==> src/rtl/uart_tx_sched_if.sv <==
// Request/grant and serial-output bundle for the four-way UART transmit scheduler.
interface uart_tx_sched_if;
  logic [3:0]  req;
  logic [31:0] data;
  logic [3:0]  gnt;
  logic        busy;
  logic        done;
  logic        tx;

  modport master (
    output req,
    output data,
    input  gnt,
    input  busy,
    input  done,
    input  tx
  );

  modport slave (
    input  req,
    input  data,
    output gnt,
    output busy,
    output done,
    output tx
  );
endinterface

==> src/rtl/uart_tx_sched.sv <==
// Round-robin scheduler sharing one 8N1 UART TX line among four byte requesters.
// Bit timing comes from an internal per-bit counter clocked by clk_in.
module uart_tx_sched #(
  parameter int unsigned CLKS_PER_BIT = 5208
) (
  input logic             clk_in,
  input logic             reset,
  uart_tx_sched_if.slave  bus
);

  typedef enum logic [1:0] {IDLE, START, DATA, STOP} state_t;

  localparam logic [15:0] LP_LAST = 16'(CLKS_PER_BIT - 1);

  state_t      r_state, w_stateNext;
  logic [15:0] r_cnt, w_cntNext;
  logic [2:0]  r_bitIdx, w_bitIdxNext;
  logic [1:0]  r_ptr, w_ptrNext;
  logic [7:0]  r_shift, w_shiftNext;
  logic [3:0]  r_gnt, w_gntNext;
  logic        r_tx, w_txNext;
  logic        r_busy, w_busyNext;
  logic        r_done, w_doneNext;
  logic [1:0]  w_sel;
  logic        w_found;
  logic        w_bitEnd;

  assign w_bitEnd = (r_cnt == LP_LAST);

  // Pick the first asserted requester scanning upward from the priority pointer.
  always_comb begin
    w_sel   = r_ptr;
    w_found = 1'b0;
    for (int k = 0; k < 4; k++) begin
      if (!w_found && bus.req[r_ptr + 2'(k)]) begin
        w_sel   = r_ptr + 2'(k);
        w_found = 1'b1;
      end
    end
  end

  // Frame sequencing: grant and capture in IDLE, then start, eight data bits and stop.
  always_comb begin
    w_stateNext  = r_state;
    w_cntNext    = r_cnt + 16'd1;
    w_bitIdxNext = r_bitIdx;
    w_ptrNext    = r_ptr;
    w_shiftNext  = r_shift;
    w_txNext     = r_tx;
    w_busyNext   = r_busy;
    w_doneNext   = 1'b0;
    w_gntNext    = 4'b0000;
    case (r_state)
      IDLE: begin
        w_cntNext = '0;
        if (w_found) begin
          w_stateNext  = START;
          w_shiftNext  = bus.data[{w_sel, 3'b000} +: 8];
          w_gntNext    = 4'b0001 << w_sel;
          w_busyNext   = 1'b1;
          w_txNext     = 1'b0;
          w_bitIdxNext = '0;
          w_ptrNext    = w_sel + 2'd1;
        end
      end
      START: begin
        if (w_bitEnd) begin
          w_stateNext = DATA;
          w_cntNext   = '0;
          w_txNext    = r_shift[0];
        end
      end
      DATA: begin
        if (w_bitEnd) begin
          w_cntNext = '0;
          if (r_bitIdx == 3'd7) begin
            w_stateNext = STOP;
            w_txNext    = 1'b1;
          end else begin
            w_bitIdxNext = r_bitIdx + 3'd1;
            w_shiftNext  = r_shift >> 1;
            w_txNext     = r_shift[1];
          end
        end
      end
      STOP: begin
        if (w_bitEnd) begin
          w_stateNext = IDLE;
          w_cntNext   = '0;
          w_busyNext  = 1'b0;
          w_doneNext  = 1'b1;
        end
      end
      default: begin
        w_stateNext = IDLE;
        w_cntNext   = '0;
      end
    endcase
  end

  // State and datapath registers; reset aborts any frame and idles the line high.
  always_ff @(posedge clk_in or negedge reset) begin
    if (!reset) begin
      r_state  <= IDLE;
      r_cnt    <= '0;
      r_bitIdx <= '0;
      r_ptr    <= '0;
      r_shift  <= '0;
      r_gnt    <= '0;
      r_tx     <= 1'b1;
      r_busy   <= 1'b0;
      r_done   <= 1'b0;
    end else begin
      r_state  <= w_stateNext;
      r_cnt    <= w_cntNext;
      r_bitIdx <= w_bitIdxNext;
      r_ptr    <= w_ptrNext;
      r_shift  <= w_shiftNext;
      r_gnt    <= w_gntNext;
      r_tx     <= w_txNext;
      r_busy   <= w_busyNext;
      r_done   <= w_doneNext;
    end
  end

  assign bus.gnt  = r_gnt;
  assign bus.tx   = r_tx;
  assign bus.busy = r_busy;
  assign bus.done = r_done;

endmodule

==> src/flat_wrapper.sv <==
// flat-port wrapper written by rule: the top's interface ports become plain ports
module uart_tx_sched_flat 
#(
  parameter int unsigned CLKS_PER_BIT = 5208
)
  (clk_in, reset, bus_req, bus_data, bus_gnt, bus_busy, bus_done, bus_tx);
  uart_tx_sched_if bus_i ();
  input logic clk_in;
  input logic reset;
  input wire logic [$bits(bus_i.req)-1:0] bus_req;
  input wire logic [$bits(bus_i.data)-1:0] bus_data;
  output wire logic [$bits(bus_i.gnt)-1:0] bus_gnt;
  output wire logic [$bits(bus_i.busy)-1:0] bus_busy;
  output wire logic [$bits(bus_i.done)-1:0] bus_done;
  output wire logic [$bits(bus_i.tx)-1:0] bus_tx;
  assign bus_i.req = bus_req;
  assign bus_i.data = bus_data;
  assign bus_gnt = bus_i.gnt;
  assign bus_busy = bus_i.busy;
  assign bus_done = bus_i.done;
  assign bus_tx = bus_i.tx;
  uart_tx_sched #(.CLKS_PER_BIT(CLKS_PER_BIT)) u_core (.clk_in(clk_in), .reset(reset), .bus(bus_i));
endmodule
==> config.mk <==
export PLATFORM = sky130hd
export DESIGN_NAME = uart_tx_sched_flat
export DESIGN_NICKNAME = d
export VERILOG_FILES = /design/src/rtl/uart_tx_sched_if.sv /design/src/rtl/uart_tx_sched.sv /design/src/flat_wrapper.sv
export SDC_FILE = /design/constraint.sdc
export NUM_CORES = 1
export LEC_CHECK = 0
export BUFFER_PORTS_ARGS = -buffer_cell sky130_fd_sc_hd__buf_4
export CAP_MARGIN = 20
export CORE_MARGIN = 2
export CORE_UTILIZATION = 52
export DETAILED_ROUTE_END_ITERATION = 6
export PLACE_DENSITY_LB_ADDON = 0.05
export RECOVER_POWER = 50
export SYNTH_ARGS = -nofsm -noshare
export SYNTH_HDL_FRONTEND = slang
export SYNTH_SLANG_ARGS = --single-unit
==> constraint.sdc <==
create_clock -name clk_in -period 2.6 [get_ports clk_in]
set_clock_uncertainty 0.05 [all_clocks]
set_input_delay 0.65 -clock clk_in [delete_from_list [all_inputs] [get_ports clk_in]]
set_output_delay 0.65 -clock clk_in [all_outputs]
set_load 0.05 [all_outputs]
==> flow_summary.ini, run 1 <==
[clock_tree]
clkTransAtPathRegs_ns = 0.08
postCtsHoldBufs = 0
root_buffer = clkbuf_8
htreeDepth = 2
clk-insertion-delay-late_ns = 0.29
cts_inserted_buffers = 5
clock_path_buffers = 2
cts_tree = yes
clock_sinks = 38

[layout]
area_growth_pct = 22.2
final_util_pct = 66.2
diodes = 0
finalNonFillerCells = 337
layout_commonest_cell = buf_4
drive_above_1_share_pct = 26.0
nNetsFinal = 334
layout_common_cells = 45 x buf_4, 37 x dfrtp_1, 23 x nor2_1, 23 x nand2_1, 12 x ha_1
fill_cells = 371

[critical_path]
r2r_start = u_core.r_cnt[11]
crit_start = u_core.r_cnt[11]
crit_slowest_cell = or4b_4
r2r_end = u_core.r_bitIdx[1]
path_class = register to register
critPathMaxFanout = 9
critPathMaxStageDelay_ns = 0.60
cp-start-kind = register
r2r_cells = 5
arrival_ns = 2.34
path_cells = or4b_4 > nor4_4 > nand2_4 > mux2_4 > a22o_1
cp.required_ns = 2.73
rrSetupSlack_ns = 0.38
cp-end-kind = register

[floorplanning]
io_pins = 45
core_um2 = 4380
die_area_um2 = 5130
rows = 24
die_h_um = 71.6
fp.dieW_um = 71.6
start_util_pct = 54.2

[timing]
period_share_pct = 85.3
fin_tns_setup_ns = 0
slew_violations = 0
setup_viol = 0
hold_viol = 0
period_minus_slack_ns = 2.22
worstMarginPinSlew_ns = 0.915
max-slew-margin-rel_pct = 39.0
max_freq_ghz = 0.451
rsz0062_at_grt = false

[drt]
drt-total-wl_um = 4930
first_iter_violations = 103
dr.pass1.iters = 4
via_count = 1860
viasPerCell = 5.52
ant_nets = 0
detail_route.wl_per_cell_um = 14.6
route.detailed.drc = 0

[synth]
yosys.area.top_type = dfrtp_1
async_reset_ff_share_pct = 100
synth_cells = 235
syn_area_per_cell_um2 = 10.1
synth_edf_count = 0
ys_seq_area_share_pct = 40.1
synthTopCellsByArea = dfrtp_1 39%, ha_1 6.3%, xor2_1 4.1%, nand2_1 3.6%, nor2_1 3.6%
synth_warnings = 0
synth_ff_type = dfrtp_1
synth_top_area_share_pct = 38.9
synth_seq_cells = 38
ys_types = 54
syn_nets = 285
netlist_area_um2 = 2380

[placed_design]
port_buffers = 44
gp_congestion = 0.831
dpl.cell_count = 329
dp_hpwl_um = 3590

[global_route]
overflow = 0
grt_max_degree = 39
grt_pass1_vias = 1802
antenna_found_initial = 0
grt_use_total_pct = 21.0
grt_pass1_wl_um = 8390

[worst_hold_path]
min_from = u_core.r_cnt[0]
hold_depth = 1
whs_endpoint = u_core.r_cnt[0]
hp-class = register to register

[power]
p_per_area_nw_per_um2 = 445
vdd_drop_max_mv = 0.334
p_leak_nw = 1.37

[run_status]
outcome = completed

[flow_run]
drv_cap = 0
==> sequential cells by signal, indices dropped and copies added (netlist names) <==
register,flops
u_core.r_ptr,2
u_core.r_state,2
u_core.bus.done,1
u_core.bus.tx,1
u_core.r_shift,8
u_core.r_cnt,16
u_core.r_bitIdx,3
u_core.bus.busy,1
u_core.bus.gnt,4
==> worst max path at each step <==
| stage | to | slack (ns) | cells past startpoint |
|---|---|---|---|
| after global routing | u_core.r_shift[0] | 0.14 | 7 |
| after CTS | u_core.r_shift[0] | 0.22 | 7 |
| final | u_core.r_bitIdx[1] | 0.38 | 5 |
| after detailed placement | u_core.r_shift[7] | 0.19 | 6 |
| after global placement | u_core.r_shift[7] | 0.25 | 6 |
| after floorplan | u_core.r_shift[7] | 0.47 | 6 |
==> synth_stat cells, types with 2 or more instances <==
master / instances
a21oi_1: 4
a21oi_2: 2
a22o_1: 3
a41oi_1: 2
and2_1: 6
and3_1: 2
and4_1: 2
clkbuf_1: 4
dfrtp_1: 37
ha_1: 12
inv_1: 6
mux2_1: 3
mux2_2: 5
mux2_4: 3
mux2i_1: 7
nand2_1: 23
nand2b_1: 2
nand3_1: 6
nand4_1: 3
nor2_1: 23
nor2b_1: 3
nor3_1: 2
nor3b_1: 7
nor4_4: 2
o2111ai_1: 6
o21a_1: 8
o21ai_0: 11
o31ai_1: 2
xnor2_1: 4
xor2_1: 11
==> where the power goes <==
part,internal [mW],total (mW),switching [mW],leakage [nW]
clock network,0.384,0.598,0.214,0.0683
registers,0.591,0.591,0,0.471
logic,0.0584,0.102,0.0440,0.830
total,1.03,1.29,0.258,1.37
==> routing by layer <==
layer,part of all wire (%),GRT usage (%),wire length (um),up-vias
met1,48,29.1,2370,891
met2,49,33.6,2400,26
met4,0.41,3.77,20,0
met5,0,0,0,-
li1,-,-,-,941
met3,2.9,5.49,141,2
==> logic make-up after synthesis <==
family | Yosys count | share of synthesized area, %
flops | 38 | 40.1
compound gates | 47 | 15.0
mux | 18 | 8.63
buf+inv | 13 | 2.47
xor+xnor | 15 | 5.53
fa+ha+maj | 12 | 6.32
simple gates | 92 | 22.0
==> what timing repair did <==
action,4_1_cts,5_1_grt
setup buffers,0,0
resized for setup,0,1
endpoints found under the setup margin,0,6
==> critical path: cells and delay by family, from the launching register on <==
kind	cells	cell delay, ns
mux	1	0.33
simple gates	3	1.11
flops	1	0.43
compound gates	1	0.18
==> metrics by stage <==
step / area (um^2) / worst slack, ns / power [mW] / hold WS [ns]
floorplan: 2380 / 0.468 / 0.641 / 0.304
finish: 2900 / 0.383 / 1.29 / 0.410
CTS: 2910 / 0.220 / 1.31 / 0.273
detailed placement: 2770 / 0.188 / 0.706 / 0.405
global route: 2900 / 0.141 / 1.34 / 0.430
global placement: 2770 / 0.248 / 0.705 / 0.401
==> area by class of cell <==
type	count	area, um^2	share of cell area, %
Clock buffer	5	68.8	2.37
Multi-Input combinational cell	184	1370	47.3
Clock inverter	3	68.8	2.37
Timing Repair Buffer	49	354	12.2
Tap cell	52	65.1	2.24
Sequential cell	38	952	32.8
Inverter	6	22.5	0.776
(Power assumes the default switching activity.)
==> run 2, diff against run 1 <==
--- a/config.mk
+++ b/config.mk
@@ -7,8 +7,10 @@
 export LEC_CHECK = 0
 export BUFFER_PORTS_ARGS = -buffer_cell sky130_fd_sc_hd__buf_4
 export CAP_MARGIN = 20
+export CORE_ASPECT_RATIO = 1.75
 export CORE_MARGIN = 2
 export CORE_UTILIZATION = 52
+export CTS_BUF_LIST = sky130_fd_sc_hd__clkbuf_8
 export DETAILED_ROUTE_END_ITERATION = 6
 export PLACE_DENSITY_LB_ADDON = 0.05
 export RECOVER_POWER = 50
==> constraint.sdc (replaced) <==
create_clock -name clk_in -period 2.6 [get_ports clk_in]
set_clock_uncertainty 0.05 [all_clocks]
set_input_delay 0.52 -clock clk_in [delete_from_list [all_inputs] [get_ports clk_in]]
set_output_delay 0.52 -clock clk_in [all_outputs]
set_load 0.05 [all_outputs]
==> run 2 against run 1 <==
  * The run now ends with max-capacitance violations, max-slew violations left
  * Sequential power is essentially flat
  * Critical path depth unchanged
  * Die area grew 0.41%
  * Flip-flop and latch count unchanged
  * Largest cell class unchanged
  * Largest power group is now sequential cells
==> flow_summary.ini, run 2 (synthesis gave the netlist of run 1 again) <==
[global_route]
overflow = 0
grt_use_total_pct = 21.7
grt_pass1_vias = 1873
antenna_found_initial = 0
grt_pass1_wl_um = 8110
grt_max_degree = 39

[run_status]
violations = max-capacitance violations, max-slew violations
outcome = complete, but fails checks

[critical_path]
cp-end-kind = register
arrival_ns = 2.31
r2r_cells = 5
critPathMaxFanout = 9
path_class = register to register
cp-start-kind = register
cp.required_ns = 2.72

[floorplanning]
die_area_um2 = 5150
start_util_pct = 54.0
fp.dieW_um = 55.1
core_um2 = 4400
io_pins = 45
die_h_um = 93.4
rows = 32

[timing]
slew_violations = 39
max-slew-margin-rel_pct = -35.6
fin_tns_setup_ns = 0
max_freq_ghz = 0.458
period_share_pct = 84.1
worstMarginPinSlew_ns = 2.03
hold_ws_ns = 0.420
setup_viol = 0
hold_viol = 0
period_minus_slack_ns = 2.19
rsz0062_at_grt = false

[drt]
met3_length_um = 125
route.detailed.drc = 0
detail_route.wl_per_cell_um = 14.8
first_iter_violations = 29
met1Wirelength_um = 1850
dr.pass1.iters = 4
via_count = 1875
dr_wl_met2_um = 2950
top_layer_used = met4
ant_nets = 0
viasPerCell = 5.51
drt-total-wl_um = 5030

[power]
p_per_area_nw_per_um2 = 401
vdd_drop_max_mv = 0.264
p_leak_nw = 1.38

[clock_tree]
post-cts-setup-buffer-count = 0
postCtsHoldBufs = 0
clock_sinks = 38
cts_tree = yes
clkTransAtPathRegs_ns = 0.07
clock_path_buffers = 2
htreeDepth = 2
cts_resized = 0
root_buffer = clkbuf_8
clk-insertion-delay-late_ns = 0.29
cts_inserted_buffers = 5

[worst_hold_path]
hp-class = register to register
hold_depth = 1

[layout]
largest_register_ffs = 16
regMostFlops = u_core.r_cnt
multi_input_area_um2 = 1370
seq_area_um2 = 952
nNetsFinal = 338
layout_common_cells = 49 x buf_4, 37 x dfrtp_1, 23 x nor2_1, 23 x nand2_1, 12 x ha_1
diodes = 0
drive_above_1_share_pct = 26.3
area_growth_pct = 21.9
layout_commonest_cell = buf_4
fill_cells = 384

[placed_design]
gp_congestion = 0.848
dp_hpwl_um = 3950
port_buffers = 44

[flow_run]
drv_cap = 1
==> run 2: changes by cell type in the layout (fill, tap and decap cells not counted), sizes merged <==
cell	delta
bufinv	-2
clkbuf	+3
clkinv	-1
buf	+4
==> run 2: per-layer routing <==
| layer | GRT usage (%) | vias up |
|---|---|---|
| met5 | 0 | - |
| met4 | 8.13 | 0 |
| met3 | 2.88 | 8 |
| met2 | 42.3 | 40 |
| met1 | 21.1 | 876 |
| li1 | - | 951 |
==> run 2: cell type report <==
| cell class | instances | share of cell area [%] |
|---|---|---|
| multi-input combinational | 184 | 47.2 |
| timing repair buffer | 53 | 13.2 |
| clock buffer | 8 | 3.80 |
| tap | 51 | 2.20 |
| inverter | 6 | 0.777 |
| sequential | 38 | 32.9 |
==> run 2: final timing paths <==
path	from	to	slack [ns]
max in group asynchronous	reset	u_core.r_cnt[8]	0.58
max	u_core.r_cnt[11]	u_core.r_bitIdx[1]	0.41
min in group asynchronous	reset	u_core.r_cnt[2]	0.75
min	u_core.r_cnt[0]	u_core.r_cnt[0]	0.42
max reg2reg	u_core.r_cnt[11]	u_core.r_bitIdx[1]	0.41
min reg2reg	u_core.r_cnt[0]	u_core.r_cnt[0]	0.42
==> run 2: metrics by stage <==
| step | std cells | worst slack, ns | utilization [%] | instance area (um^2) | total power, mW |
|---|---|---|---|---|---|
| floorplan | 235 | 0.568 | - | 2380 | 0.641 |
| global placement | 332 | 0.383 | 63.6 | 2800 | 0.705 |
| detailed placement | 332 | 0.379 | 63.6 | 2800 | 0.706 |
| CTS | 340 | 0.424 | 66.1 | 2910 | 1.18 |
| global route | 340 | 0.118 | 65.8 | 2900 | 1.21 |
| finish | 340 | 0.414 | 65.8 | 2900 | 1.16 |
==> run 2: critical path, cell delays in order, from the launching register on <==
cell	delay, ns
dfrtp_1	0.42
or4b_4	0.59
nor4_4	0.32
nand2_4	0.18
mux2_4	0.33
a22o_1	0.18
==> run 2: where the power goes <==
| part | internal (mW) | leakage, nW | switching (mW) | total, mW |
|---|---|---|---|---|
| sequential | 0.591 | 0.471 | 0 | 0.591 |
| clock | 0.268 | 0.0575 | 0.203 | 0.470 |
| combinational | 0.0580 | 0.848 | 0.0431 | 0.101 |
==> run 3, diff against run 2 <==
--- a/config.mk
+++ b/config.mk
@@ -5,6 +5,7 @@
 export SDC_FILE = /design/constraint.sdc
 export NUM_CORES = 1
 export LEC_CHECK = 0
+export ABC_AREA = 1
 export BUFFER_PORTS_ARGS = -buffer_cell sky130_fd_sc_hd__buf_4
 export CAP_MARGIN = 20
 export CORE_ASPECT_RATIO = 1.75
==> constraint.sdc (replaced) <==
create_clock -name clk_in -period 1.8 [get_ports clk_in]
set_clock_uncertainty 0.05 [all_clocks]
set_input_delay 0.36 -clock clk_in [delete_from_list [all_inputs] [get_ports clk_in]]
set_output_delay 0.36 -clock clk_in [all_outputs]
set_load 0.05 [all_outputs]
==> run 3 against run 2 <==
  * The run ends with negative setup slack left
  * Combinational power increased to 58 times the previous value
  * Synthesized cell count up 59%
  * Cell area increased by 39%
  * Sequential power increased by 120%
  * Flip-flop and latch count did not move
  * Die area up 9.7%
  * Cell count rose by 56%
  * First-iteration DRC count grew to 3.1 times the previous value
  * Hold slack worse by 0.034 ns
  * Count of clock-buffer cells in the layout shrank 2
  * Sequential share of layout area fell by 9.2 points
  * Setup slack got worse by 0.64 ns
  * Largest power group is now combinational cells
==> flow_summary.ini, run 3 <==
[drt]
drt-total-wl_um = 7850
ant_nets = 0
viasPerCell = 5.36
dr.pass1.iters = 4
detail_route.wl_per_cell_um = 14.8
route.detailed.drc = 0
first_iter_violations = 90
via_count = 2840

[layout]
fill_cells = 322
largest_register_ffs = 16
diodes = 0
fin_area_um2 = 4040
regMostFlops = u_core.r_cnt
layout_common_cells = 99 x nand2_1, 82 x buf_4, 36 x nand2_2, 35 x dfrtp_1, 31 x nor2_1
multi_input_area_um2 = 1850
layout_commonest_cell = nand2_1
area_growth_pct = 54.1
seq_area_um2 = 955
drive_above_1_share_pct = 44.7
nNetsFinal = 525

[critical_path]
arrival_ns = 2.16
r2r_start = u_core.r_ptr[0]
critPathMaxFanout = 9
path_cells = buf_6 > nand2_4 > nand3_4 > nand2_4 > nand2_1 > nand2_1 > nand2_2 > nand2_4 > nand2_8 > clkbuf_16 > nand2_1 > nand2_1 > nand2_1 > nand3_1 > nand2_1 > nand2_1
r2r_end = u_core.r_shift[2]
r2r_cells = 16
path_class = register to register
crit_top_cell = nand2_1
cp-end-kind = register
cp-start-kind = register
rrSetupSlack_ns = -0.23
critPathMaxStageDelay_ns = 0.47
crit_slowest_cell = dfrtp_2
cp.required_ns = 1.93

[worst_hold_path]
whs_endpoint = u_core.r_shift[0]
min_from = bus_data[16]
hold_depth = 5
hp-class = input pin to register

[power]
p_leak_nw = 2.03
power_frac_seq_pct = 16.2
sw_frac_of_total_pct = 48.1
pwr-share-clk_pct = 11.2
p_per_area_nw_per_um2 = 2000
comb_power_share_pct = 72.6
p_int_mw = 4.20
vdd_drop_max_mv = 1.94
switching_power_mw = 3.89

[synth]
syn_area_per_cell_um2 = 7.01
ys_types = 32
ys_seq_area_share_pct = 36.3
netlist_area_um2 = 2620
synth_seq_cells = 38
synthTopCellsByArea = dfrtp_1 35%, nand2_1 19%, nand3_1 7.3%, ha_1 5.7%, nor2_1 5.3%
synth_edf_count = 0
synth_common_cells = 136 x nand2_1, 38 x nand3_1, 37 x dfrtp_1, 37 x nor2_1, 36 x inv_1
async_reset_ff_share_pct = 100
yosysMostFrequentCell = nand2_1
yosys.area.top_type = dfrtp_1
synth_top_area_share_pct = 35.3
synth_ff_type = dfrtp_1
synth_cells = 374
synth_warnings = 0
syn_nets = 424

[placed_design]
dpl_cell_area_um2 = 3260
dp_slack_ns = -0.170
dp_hpwl_um = 4780
port_buffers = 44
gp_congestion = 0.859

[global_route]
grt_use_total_pct = 27.1
grt_max_degree = 39
antenna_found_initial = 0
overflow = 0
grt_pass1_wl_um = 12300
grt_pass1_vias = 2864

[clock_tree]
root_buffer = clkbuf_8
clock_sinks = 38
clk-insertion-delay-late_ns = 0.29
clkTransAtPathRegs_ns = 0.08
cts_inserted_buffers = 5
clock_path_buffers = 2
htreeDepth = 2
cts_tree = yes

[timing]
hold_viol = 0
fin_ws_ns = -0.226
max-slew-margin-rel_pct = 35.9
period_minus_slack_ns = 2.03
max_freq_ghz = 0.494
setup_viol = 23
worstMarginPinSlew_ns = 0.962
period_share_pct = 113
rsz0062_at_grt = true
slew_violations = 0

[floorplanning]
core_um2 = 4930
io_pins = 45
die_h_um = 97.9
die_area_um2 = 5650
start_util_pct = 53.1
rows = 34
fp.dieW_um = 57.7

[flow_run]
drv_cap = 0

[run_status]
violations = negative setup slack
outcome = complete, but fails checks
-- run 3: changes by cell type after synthesis, sizes merged, moves of 6 or more --
cell | previous run | this run
a21oi | 6 | 12
and2 | 6 | 0
mux2i | 7 | 0
nor3b | 7 | 0
nand2 | 24 | 148
nor2 | 24 | 39
mux2 | 11 | 0
o21a | 8 | 0
nand3 | 6 | 39
nand4 | 3 | 9
xor2 | 11 | 2
o2111ai | 6 | 0
inv | 6 | 38
-- run 3: worst max-delay path by stage --
stage / from / endpoint / slack, ns / cells past startpoint
3_3_place_gp: u_core.r_cnt[0] / u_core.r_state[1] / -0.11 / 11
4_1_cts: u_core.r_ptr[0] / u_core.r_shift[1] / -0.10 / 14
6_report: u_core.r_ptr[0] / u_core.r_shift[2] / -0.23 / 16
2_1_floorplan: u_core.r_ptr[1] / u_core.r_ptr[1] / 0.007 / 14
5_1_grt: u_core.r_ptr[0] / u_core.r_shift[1] / -0.34 / 16
3_5_place_dp: u_core.r_ptr[0] / u_core.r_shift[1] / -0.17 / 16
-- run 3: power by group through the flow --
stage	registers [mW]	logic, mW	clock network, mW
finish	1.31	5.88	0.906
CTS	1.29	5.04	0.911
global route	1.33	6.46	0.941
global placement	1.27	4.12	0
floorplan	1.37	2.88	0
detailed placement	1.28	4.17	0
-- run 3: critical path: cells and delay by family, from the launching register on --
kind | cells | cell delay [ns]
buffers and inverters | 2 | 0.33
flip-flops | 1 | 0.47
AND/OR/NAND/NOR | 14 | 1.08
-- run 3: final cells by class --
class | instances | area share, %
clock buffer | 6 | 2.04
clock inverter | 2 | 1.49
inverter | 38 | 3.84
multi-input combinational | 291 | 45.7
sequential | 38 | 23.6
tap | 54 | 1.67
timing repair buffer | 100 | 21.4
timing repair inverter | 1 | 0.186
-- run 3: cell families after synthesis --
group,share of synthesized area [%]
AND/OR/NAND/NOR,43.5
AO/OA/AOI/OAI,5.35
XOR/XNOR,1.00
adder cells (fa/ha/maj),5.73
buffers and inverters,8.11
flip-flops,36.3
-- run 3: per-stage QoR --
stage | utilization [%] | TNS, ns | cells | power [mW] | hold WS, ns
final | 81.9 | -3.04 | 530 | 8.09 | 0.386
after global routing | 81.9 | -5.64 | 530 | 8.73 | 0.386
after CTS | 75.7 | -0.935 | 516 | 7.24 | 0.357
after detailed placement | 66.0 | -2.98 | 498 | 5.44 | 0.307
after global placement | 66.0 | -1.77 | 498 | 5.38 | 0.306
after floorplan | - | 0 | 374 | 4.25 | 0.0144
-- run 3: metal layers --
metal	wire length (um)	track usage [%]
met5	0	0
met2	4600	51.4
met1	2680	27.3
met4	337	14.5
met3	242	3.31
-- run 3: what timing repair did --
item                                    4_1_cts  5_1_grt
hold buffers                                  1        0
pin swaps                                    10       24
endpoints found under the setup margin       29       29
resized for setup                            71       52
setup buffers                                 7       13
hold endpoints to repair                     23        0
gates cloned                                  2        2
